<file path="src/rtl/lcd_numeric_display.sv">
// Drives an HD44780-style character LCD in 8-bit mode, showing a binary
// value as DIGITS decimal characters refreshed once per frame.
module lcd_numeric_display #(
  parameter int unsigned VALUE_W           = 12,
  parameter int unsigned DIGITS            = 4,
  parameter int unsigned FRAME_CYCLES      = 1666667,
  parameter int unsigned POWERUP_CYCLES    = 750000,
  parameter int unsigned E_PULSE_CYCLES    = 25,
  parameter int unsigned CMD_WAIT_CYCLES   = 2500,
  parameter int unsigned CLEAR_WAIT_CYCLES = 100000
) (
  input  logic               clk,
  input  logic               reset_n,
  input  logic [VALUE_W-1:0] value,
  input  logic               write,
  input  logic               blank_zeros,
  output logic [7:0]         data,
  output logic               rs,
  output logic               rw,
  output logic               e,
  output logic               busy
);

  typedef enum logic [2:0] {
    PWR_WAIT, INIT, IDLE, CONVERT, SEND_ADDR, SEND_DIGIT
  } state_t;

  typedef enum logic [1:0] {
    PH_SETUP, PH_PULSE, PH_WAIT
  } phase_t;

  localparam int unsigned M1 =
    POWERUP_CYCLES > CLEAR_WAIT_CYCLES ?
    POWERUP_CYCLES : CLEAR_WAIT_CYCLES;
  localparam int unsigned M2 =
    CMD_WAIT_CYCLES > E_PULSE_CYCLES ?
    CMD_WAIT_CYCLES : E_PULSE_CYCLES;
  localparam int unsigned M3 = M2 > VALUE_W ? M2 : VALUE_W;
  localparam int unsigned MAXC = M1 > M3 ? M1 : M3;
  localparam int CW = $clog2(MAXC + 1);
  localparam int FW = $clog2(FRAME_CYCLES + 1);
  localparam int BW = 4 * DIGITS;
  localparam int unsigned MAXV = 10 ** DIGITS - 1;

  localparam logic [CW-1:0] PWR_LAST = CW'(POWERUP_CYCLES - 1);
  localparam logic [CW-1:0] E_LAST   = CW'(E_PULSE_CYCLES - 1);
  localparam logic [CW-1:0] CMD_LAST = CW'(CMD_WAIT_CYCLES - 1);
  localparam logic [CW-1:0] CLR_LAST = CW'(CLEAR_WAIT_CYCLES - 1);
  localparam logic [CW-1:0] CNV_LAST = CW'(VALUE_W - 1);
  localparam logic [FW-1:0] FRM_LAST = FW'(FRAME_CYCLES - 1);
  localparam logic [2:0]    DIG_LAST = 3'(DIGITS - 1);

  logic [1:0]         rsync_q;
  logic               rst_n;
  state_t             state_q, state_d;
  phase_t             phase_q, phase_d;
  logic [CW-1:0]      cnt_q, cnt_d;
  logic [2:0]         idx_q, idx_d;
  logic [7:0]         data_q, data_d;
  logic               rs_q, rs_d;
  logic [VALUE_W-1:0] shadow_q;
  logic [VALUE_W-1:0] snap_q, snap_d;
  logic [VALUE_W-1:0] sh_q, sh_d;
  logic [BW-1:0]      bcd_q, bcd_d;
  logic               blank_q, blank_d;
  logic               pend_q, pend_d;
  logic               run_q, run_d;
  logic [FW-1:0]      fcnt_q;
  logic               tick;
  logic               sat;
  logic               byte_done;
  logic [BW-1:0]      adj;
  logic [8*DIGITS-1:0] chars;
  logic [3:0]         dig;
  logic               lead;
  logic [2:0]         nidx;

  function automatic logic [7:0] init_cmd(input logic [2:0] k);
    unique case (k)
      3'd0:    init_cmd = 8'h38;
      3'd1:    init_cmd = 8'h0C;
      3'd2:    init_cmd = 8'h06;
      default: init_cmd = 8'h01;
    endcase
  endfunction

  // Release is synchronised; assertion stays asynchronous.
  always_ff @(posedge clk or negedge reset_n) begin
    if (!reset_n) rsync_q <= 2'b00;
    else          rsync_q <= {rsync_q[0], 1'b1};
  end
  assign rst_n = rsync_q[1];

  always_ff @(posedge clk or negedge rst_n) begin
    if (!rst_n)     shadow_q <= '0;
    else if (write) shadow_q <= value;
  end

  assign tick = run_q && (fcnt_q == FRM_LAST);

  always_ff @(posedge clk or negedge rst_n) begin
    if (!rst_n)                fcnt_q <= '0;
    else if (!run_q || tick)   fcnt_q <= '0;
    else                       fcnt_q <= fcnt_q + FW'(1);
  end

  assign sat = 32'(snap_q) > MAXV;

  always_comb begin
    adj = bcd_q;
    for (int i = 0; i < DIGITS; i++) begin
      if (adj[4*i +: 4] >= 4'd5)
        adj[4*i +: 4] = adj[4*i +: 4] + 4'd3;
    end
  end

  // Character bytes, most significant digit in the top byte.
  always_comb begin
    chars = '0;
    dig   = '0;
    lead  = 1'b1;
    for (int i = 0; i < DIGITS; i++) begin
      dig  = sat ? 4'd9 : bcd_q[BW-1-4*i -: 4];
      lead = lead && (dig == 4'd0);
      if (blank_q && lead && (i != DIGITS - 1))
        chars[8*(DIGITS-1-i) +: 8] = 8'h20;
      else
        chars[8*(DIGITS-1-i) +: 8] = {4'h3, dig};
    end
  end

  assign nidx = idx_q + 3'd1;

  assign byte_done = (phase_q == PH_WAIT) &&
    (cnt_q == ((!rs_q && data_q == 8'h01) ?
               CLR_LAST : CMD_LAST));

  always_comb begin
    state_d = state_q;
    phase_d = phase_q;
    cnt_d   = cnt_q;
    idx_d   = idx_q;
    data_d  = data_q;
    rs_d    = rs_q;
    snap_d  = snap_q;
    sh_d    = sh_q;
    bcd_d   = bcd_q;
    blank_d = blank_q;
    pend_d  = pend_q;
    run_d   = run_q;

    if (tick && state_q != IDLE) pend_d = 1'b1;

    if (state_q == INIT || state_q == SEND_ADDR ||
        state_q == SEND_DIGIT) begin
      unique case (phase_q)
        PH_SETUP: begin
          phase_d = PH_PULSE;
          cnt_d   = '0;
        end
        PH_PULSE: begin
          if (cnt_q == E_LAST) begin
            phase_d = PH_WAIT;
            cnt_d   = '0;
          end else begin
            cnt_d = cnt_q + CW'(1);
          end
        end
        PH_WAIT:  cnt_d = cnt_q + CW'(1);
        default:  phase_d = PH_SETUP;
      endcase
    end

    unique case (state_q)
      PWR_WAIT: begin
        if (cnt_q == PWR_LAST) begin
          state_d = INIT;
          phase_d = PH_SETUP;
          cnt_d   = '0;
          idx_d   = '0;
          data_d  = init_cmd(3'd0);
          rs_d    = 1'b0;
        end else begin
          cnt_d = cnt_q + CW'(1);
        end
      end
      INIT: begin
        if (byte_done) begin
          phase_d = PH_SETUP;
          cnt_d   = '0;
          if (idx_q == 3'd3) begin
            state_d = IDLE;
            run_d   = 1'b1;
          end else begin
            idx_d  = nidx;
            data_d = init_cmd(nidx);
          end
        end
      end
      IDLE: begin
        if (tick || pend_q) begin
          state_d = CONVERT;
          cnt_d   = '0;
          snap_d  = shadow_q;
          sh_d    = shadow_q;
          bcd_d   = '0;
          blank_d = blank_zeros;
          pend_d  = 1'b0;
        end
      end
      CONVERT: begin
        bcd_d = {adj[BW-2:0], sh_q[VALUE_W-1]};
        sh_d  = {sh_q[VALUE_W-2:0], 1'b0};
        if (cnt_q == CNV_LAST) begin
          state_d = SEND_ADDR;
          phase_d = PH_SETUP;
          cnt_d   = '0;
          data_d  = 8'h80;
          rs_d    = 1'b0;
        end else begin
          cnt_d = cnt_q + CW'(1);
        end
      end
      SEND_ADDR: begin
        if (byte_done) begin
          state_d = SEND_DIGIT;
          phase_d = PH_SETUP;
          cnt_d   = '0;
          idx_d   = '0;
          data_d  = chars[8*DIGITS-1 -: 8];
          rs_d    = 1'b1;
        end
      end
      SEND_DIGIT: begin
        if (byte_done) begin
          phase_d = PH_SETUP;
          cnt_d   = '0;
          if (idx_q == DIG_LAST) begin
            state_d = IDLE;
          end else begin
            idx_d  = nidx;
            data_d = chars[8*(DIGITS-1-int'(nidx)) +: 8];
          end
        end
      end
      default: state_d = PWR_WAIT;
    endcase
  end

  always_ff @(posedge clk or negedge rst_n) begin
    if (!rst_n) begin
      state_q <= PWR_WAIT;
      phase_q <= PH_SETUP;
      cnt_q   <= '0;
      idx_q   <= '0;
      data_q  <= '0;
      rs_q    <= 1'b0;
      snap_q  <= '0;
      sh_q    <= '0;
      bcd_q   <= '0;
      blank_q <= 1'b0;
      pend_q  <= 1'b0;
      run_q   <= 1'b0;
    end else begin
      state_q <= state_d;
      phase_q <= phase_d;
      cnt_q   <= cnt_d;
      idx_q   <= idx_d;
      data_q  <= data_d;
      rs_q    <= rs_d;
      snap_q  <= snap_d;
      sh_q    <= sh_d;
      bcd_q   <= bcd_d;
      blank_q <= blank_d;
      pend_q  <= pend_d;
      run_q   <= run_d;
    end
  end

  assign data = data_q;
  assign rs   = rs_q;
  assign rw   = 1'b0;
  assign e    = (phase_q == PH_PULSE);
  assign busy = (state_q != IDLE);

endmodule

</file>
<file path="config.mk">
export PLATFORM = sky130hd
export DESIGN_NAME = lcd_numeric_display
export DESIGN_NICKNAME = d
export VERILOG_FILES = /design/src/rtl/lcd_numeric_display.sv
export SDC_FILE = /design/constraint.sdc
export NUM_CORES = 1
export LEC_CHECK = 0
export ABC_AREA = 1
export BUFFER_PORTS_ARGS = -buffer_cell sky130_fd_sc_hd__buf_2
export CAP_MARGIN = 20
export CELL_PAD_IN_SITES_DETAIL_PLACEMENT = 1
export CELL_PAD_IN_SITES_GLOBAL_PLACEMENT = 2
export CORE_ASPECT_RATIO = 0.5
export CORE_MARGIN = 4
export CORE_UTILIZATION = 36
export CTS_CLUSTER_DIAMETER = 200
export CTS_CLUSTER_SIZE = 40
export DETAILED_ROUTE_END_ITERATION = 8
export PLACE_DENSITY_LB_ADDON = 0.1
export REMOVE_ABC_BUFFERS = 1
export SLEW_MARGIN = 15
export SYNTH_ARGS = -nofsm -noshare
export SYNTH_HDL_FRONTEND = slang
export SYNTH_SLANG_ARGS = --single-unit
</file>
<file path="constraint.sdc">
create_clock -name clk -period 4.1 [get_ports clk]
set_clock_uncertainty 0.1 [all_clocks]
set_input_delay 0.41 -clock clk [delete_from_list [all_inputs] [get_ports clk]]
set_output_delay 0.41 -clock clk [all_outputs]
set_load 0.02 [all_outputs]
</file>
After elaboration in Yosys (flattened, before gate mapping)
Index checks and enable logic that the tools add are counted.
Operators by class
  add/subtract/negate cells: 8
  order comparisons: 4
  equal/unequal tests: 28
  shifts and indexed selects: 1
  multiplexer cells: 56
  reduce and logical (&&, ||, !) cells: 34
Operator list (count)
  20-bit 2-to-1 mux: 6
  20-bit one-hot mux with 4 select lines: 1
  20-bit one-hot mux with 3 select lines: 1
  8-bit 2-to-1 mux: 7
  8-bit one-hot mux with 5 select lines: 1
  3-bit 2-to-1 mux: 11
  32-bit by 33-bit variable part select with 8-bit output: 1
  16-bit one-hot mux with 2 select lines: 1
  12-bit one-hot mux with 2 select lines: 1
  21-bit by 1-bit adder with 21-bit output (second input constant): 1
  21-bit == test (second input constant): 1
  21-bit 2-to-1 mux: 1
  20-bit by 1-bit adder with 20-bit output (second input constant): 1
  20-bit by 17-bit == test with 1-bit output: 1
  20-bit == test (second input constant): 1
  20-bit by 4-bit == test with 1-bit output (second input constant): 1
  20-bit by 5-bit == test with 1-bit output (second input constant): 1
  2-bit inequality test (second input constant): 9
  6-bit one-hot mux with 3 select lines: 1
  17-bit 2-to-1 mux: 1
  4-bit by 3-bit greater-or-equal comparator with 1-bit output (second input constant): 4
  16-bit 2-to-1 mux: 1
  5-bit 2-to-1 mux: 3
  3-bit one-hot mux with 5 select lines: 1
  other kinds (36): 73
Storage, ports and cells
  register bits: 103
  input port bits: 16
  word-level logic and storage cells: 145

Longest topological paths before layout
  depth after elaboration: 9
  mapped depth: 14
  depth with buffers taken out: 13

Least setup slack after synthesis
Ideal clock, no wire load.
  path kind: register to register
  from: register idx_q[0]
  to: register data_q[0] (netlist: data[0])
  setup time: 0.113 ns
  arrival time: 1.814 ns
  data required time: 3.887 ns
  setup slack: 2.073 ns
  cell stages (with the launch flop): 13
  path buffers: 1
  clock period less this slack: 2.027 ns
  path through: dfrtp_1 ha_1 ha_1 clkbuf_1 o21ai_0 nand3_1 o21ai_0 inv_1 nand2_1 inv_1 nand3_1 nand2_1 inv_1
Between the ends
  cells in the longest elaborated chain, start to end: 6
RTL lines
  start, declared: line 58  | logic [2:0] idx_q, idx_d;
  start signal, assigned: line 268  | idx_q <= idx_d;
  3-bit by 1-bit adder with 3-bit output: line 132  | assign nidx = idx_q + 3'd1;
  2-bit by 3-bit subtractor with 4-bit output, or another cell as far along: line 242  | data_d = chars[8*(DIGITS-1-int'(nidx)) +: 8];
  32-bit by 33-bit variable part select with 8-bit output or 6-bit one-hot mux with 3 select lines (tied branches): line 242, 79
  8-bit 2-to-1 mux, on equally long branches: line 238, 191
  8-bit 2-to-1 mux, on equally long branches: line 235, 188
  8-bit one-hot mux with 5 select lines: line 174  | unique case (state_q)
  end signal, assigned: line 269  | data_q <= data_d;
  end, declared: line 59  | logic [7:0] data_q, data_d;
Several ways; a longest one is shown, not always the timed one. The select of a mux whose other input is x is not followed.
A chain may end at the register's enable or synchronous reset.

Worst setup path after layout
  from: register idx_q[0]
  to: register data_q[3] (netlist: data[3])
The elaborated chain is that of the path after synthesis.

==> impl_summary.log <==
INFO  metric postSynthAreaPerCell = 7.23 µm²
INFO  metric worst_r2r_path_depth = 12
INFO  metric cellPowerDensity = 284 nW/µm²
INFO  metric detail_route.vias_per_cell = 5.04
INFO  metric synth-warning-count = 0
INFO  metric post-route-min-period = 2.62 ns
INFO  metric worstPathCellList = ha_1, ha_1, inv_1, nor2_1, nand2_1, o211ai_1, nand3_1, nor2_1, nor2_1, nand4_1, nand2_1, inv_1
INFO  metric antenna_found_initial = 0
INFO  metric grtUsageTotal = 19.0%
INFO  metric post_cts.resized_instances = 0
INFO  metric clock_latency = 0.36 ns
INFO  metric post_route_ant_nets = 0
INFO  metric netlist_instances = 875
INFO  metric synth_sequential_area_ratio = approximately two fifths
INFO  metric startpoint_of_the_lowest_slack_hold_path = value[8]
INFO  metric cp_top_family = simple AND/OR/NAND/NOR gates
INFO  metric reg2reg_from = idx_q[0]$_DFFE_PN0P_
INFO  metric cts.hold.buffers_added = 1
INFO  metric rrSetupSlack = 1.48 ns
INFO  metric synth_simple_gate_area_share = just under 30%
INFO  metric globalRouteMet1Util = 27.2%
INFO  metric worst_hold_path_type = in2reg
INFO  metric leakagePower = ~3.3 nW
INFO  metric cts_max_level = 3
INFO  metric final_min_period_over_clock_period = 64.0%
INFO  metric globalRouteMet2Util = 30.8%
INFO  metric worst_slew_margin_rel = 36.4%
INFO  metric synthesis.area = approximately 6300 µm²
INFO  metric detailed_place.area = 6610 µm²
INFO  metric grt_setup_unrepaired = no
INFO  metric cts_inserted_buffers = 9
INFO  metric area.growth.synth_to_final = 9.48%
INFO  metric post_cts.repair.setup_buffers = 0
INFO  metric clock_tree_from_tritoncts = yes
INFO  metric route.final.wire_length = 17700 µm
INFO  metric holdPathEnd = shadow_q[8]$_DFFE_PN0P_
INFO  metric number_of_enable_flip_flop_cells_after_synthesis = 0
INFO  metric synth_top_area_cells = sky130_fd_sc_hd__dfrtp_1 (40%), sky130_fd_sc_hd__nand2_1 (14%), sky130_fd_sc_hd__o21ai_0 (7.5%)
INFO  metric max_stage_delay = 0.51 ns
INFO  metric final.fill_count = 2127
INFO  metric grt_pass1_vias = 6042
INFO  metric cts_num_sinks = 102
INFO  metric antenna_cells_inserted = 0
INFO  metric die-height = 102 µm
INFO  metric boundaryPins = 28
INFO  metric grt_most_used_layer = met2
INFO  metric starting_density_of_the_core = 37.6%
INFO  metric portBuffers = 25
INFO  metric yosys-mux-area-fraction = slightly below 2%
INFO  metric route.vias.total = 5675
INFO  metric finalInstanceArea = 6920 µm²
INFO  metric drc = 0
INFO  metric timing.critical_path.fanout_max = 12
INFO  metric final_layout_size_suffix_gt1_share = roughly a tenth
INFO  metric critPathSlowestCell = sky130_fd_sc_hd__dfrtp_1
INFO  metric gpl.final_weighted_congestion = 0.799
INFO  metric post-synth-top-area-cell = sky130_fd_sc_hd__dfrtp_1
INFO  metric worst_setup_path_start_kind = flop
INFO  metric post_synth_fa_ha_maj_area_fraction = 3.96%
INFO  metric grt_start_max_net_pins = between 70 and 80
INFO  metric final.setup.tns = 0 ns
INFO  metric finalHoldViolCount = 0
INFO  metric r2r-end = data[3]$_DFFE_PN0P_
INFO  metric worst_setup_hold_path_clk_slew = 0.08 ns
INFO  metric die_x = approximately 200 µm
INFO  metric clock_path_buffers = 2
INFO  metric cp.required = approximately 4.3 ns
INFO  metric yosys.area_share.xor_xnor = 2.22%
INFO  metric aggregate_global_routing_overflow = 0
INFO  metric synth_top_family_by_area = simple AND/OR/NAND/NOR gates
INFO  metric row_count = 33
INFO  metric routed_wire_length_per_instance = 15.7 µm
INFO  metric worst-endpoint-arrival = around 2.8 ns
INFO  metric report.final.slew_viol_count = 0
INFO  metric root_buffer = sky130_fd_sc_hd__clkbuf_16
INFO  metric fin_util = 41.2%
INFO  metric yosys_most_used_dff = sky130_fd_sc_hd__dfrtp_1
INFO  metric highest_achievable_clock_rate = 381 MHz
INFO  metric detailedPlacementHpwl = 13200 µm
INFO  metric outcome = finished clean
INFO  metric core = 16800 µm²
INFO  metric crit_path_frequent_cell = sky130_fd_sc_hd__nor2_1
INFO  metric fraction_of_registers_with_async_set_reset = 100%
INFO  metric drt_pre_antenna_iters = 4
INFO  metric synth_cell_types = 40
INFO  metric use_met3 = 3.59%
INFO  metric seq_area = between 2000 and 3000 µm²
INFO  metric crit_buf_inv = 2
INFO  metric detail_route.iter0.violations = 258
INFO  metric multi_input_logic_area = 3170 µm²
INFO  metric yosys_register_bits = 102
INFO  metric post-synth-top-area-fraction = 40.4%
INFO  metric tightestPinTransition = 0.955 ns
INFO  metric setup.worst_path.end_class = flop
INFO  metric num-nets-final = 929
INFO  metric max-cap-violations = 0
INFO  metric ir_drop = 193 µV
INFO  metric timing_worst_setup_path_type = reg2reg
INFO  metric min_path_cells = 2
INFO  metric dieArea = 19900 µm²
INFO  metric grt_first_pass_wirelength = about 31000 µm
INFO  metric setup_viol_count_final = 0
INFO  metric synth_compound_gate_area_share = 12.8%
==> synthesized netlist by cell type (3+ instances only) <==
library cell                 n
sky130_fd_sc_hd__o211ai_1    4
sky130_fd_sc_hd__buf_4       5
sky130_fd_sc_hd__nor2_2      8
sky130_fd_sc_hd__buf_2       6
sky130_fd_sc_hd__a21oi_1    30
sky130_fd_sc_hd__o21ai_1     5
sky130_fd_sc_hd__mux2_2     11
sky130_fd_sc_hd__nand2_2     8
sky130_fd_sc_hd__inv_2       9
sky130_fd_sc_hd__dfrtp_1   102
sky130_fd_sc_hd__nor3_2      4
sky130_fd_sc_hd__o22ai_1    12
sky130_fd_sc_hd__nand3_1    47
sky130_fd_sc_hd__xor2_1     15
sky130_fd_sc_hd__ha_1       20
sky130_fd_sc_hd__nand2_1   228
sky130_fd_sc_hd__nand4_1    15
sky130_fd_sc_hd__nor3_1     15
sky130_fd_sc_hd__o21ai_0    95
sky130_fd_sc_hd__nor2_1     89
sky130_fd_sc_hd__inv_1     110
sky130_fd_sc_hd__nand3_2     3
sky130_fd_sc_hd__buf_6       5
sky130_fd_sc_hd__clkbuf_1    6
sky130_fd_sc_hd__nor4_1      5
==> cell usage in the layout, fill, tap and decap left out, drive strengths merged <==
master / n
a211oi: 1
nor3: 19
nor2: 98
ha: 20
buf: 28
a31oi: 1
inv: 123
mux2: 11
clkinv: 3
o2111ai: 1
nor3b: 2
clkbuf: 10
or2: 1
dlygate4sd3: 1
clkinvlp: 1
o21a: 1
nand4: 15
nand3: 50
nor4: 5
o211ai: 4
a21oi: 31
xnor2: 1
o31ai: 1
nand3b: 1
o22ai: 12
o21ai: 101
xor2: 15
conb: 3
nand2: 236
dfrtp: 102
==> sequential cells by signal, summed over array words and instances (netlist names), 2 cells and up <==
signal and flops:
fcnt_q 21, cnt_q 20, bcd_q 16, sh_q 12
shadow_q 12, data 7, idx_q 3, state_q 3
phase_q 2, rsync_q 2
==> worst max-delay path by stage <==
| stage | startpoint | depth (start not counted) | slack (ns) | end |
|---|---|---|---|---|
| floorplan | rsync_q[1]$_DFF_PN0_ | 0 | 0.95 | bcd_q[0]$_DFFE_PN0P_ |
| global placement | idx_q[0]$_DFFE_PN0P_ | 12 | 1.52 | data[3]$_DFFE_PN0P_ |
| detailed placement | idx_q[0]$_DFFE_PN0P_ | 12 | 1.47 | data[3]$_DFFE_PN0P_ |
| CTS | idx_q[0]$_DFFE_PN0P_ | 12 | 1.45 | data[3]$_DFFE_PN0P_ |
| global route | cnt_q[0]$_DFF_PN0_ | 10 | 1.22 | phase_q[0]$_DFF_PN0_ |
| finish | idx_q[0]$_DFFE_PN0P_ | 12 | 1.48 | data[3]$_DFFE_PN0P_ |
==> power by group <==
group          switching [mW]  total [mW]  internal [mW]  leakage [nW]
registers              0.0196        1.04           1.02          1.32
clock network           0.440       0.886          0.446         0.145
logic                  0.0202      0.0405         0.0203          1.80
total                   0.480        1.96           1.48          3.26
==> layout make-up <==
type	count	share of cell area [%]
clock inverter	6	0.885
multi-input combinational	630	45.8
inverter	121	6.56
timing repair buffer	29	2.28
clock buffer	10	3.45
tap	227	4.10
sequential	102	36.9
==> through the flow <==
stage	setup slack [ns]	std cells	hold slack (ns)	power [mW]
finish	1.48	1125	0.174	1.96
detailed placement	1.47	1108	0.0986	1.10
global route	1.22	1125	0.162	2.06
global placement	1.52	1108	0.0949	1.10
CTS	1.45	1125	0.162	2.00
floorplan	0.948	853	0.0144	1.08
==> metal layers <==
layer  routed length (µm)  vias up
met5                    0        -
met4                   95        0
met3                  392        7
met2                 7780       40
met1                 9440     2786
li1                     -     2842
==> logic make-up after synthesis <==
logic type      count (synthesis)
compound gates                153
buf+inv                       144
other cells                     2
fa+ha+maj                      20
flops                         102
xor+xnor                       16
simple gates                  427
mux                            11
(Power assumes the default switching activity.)
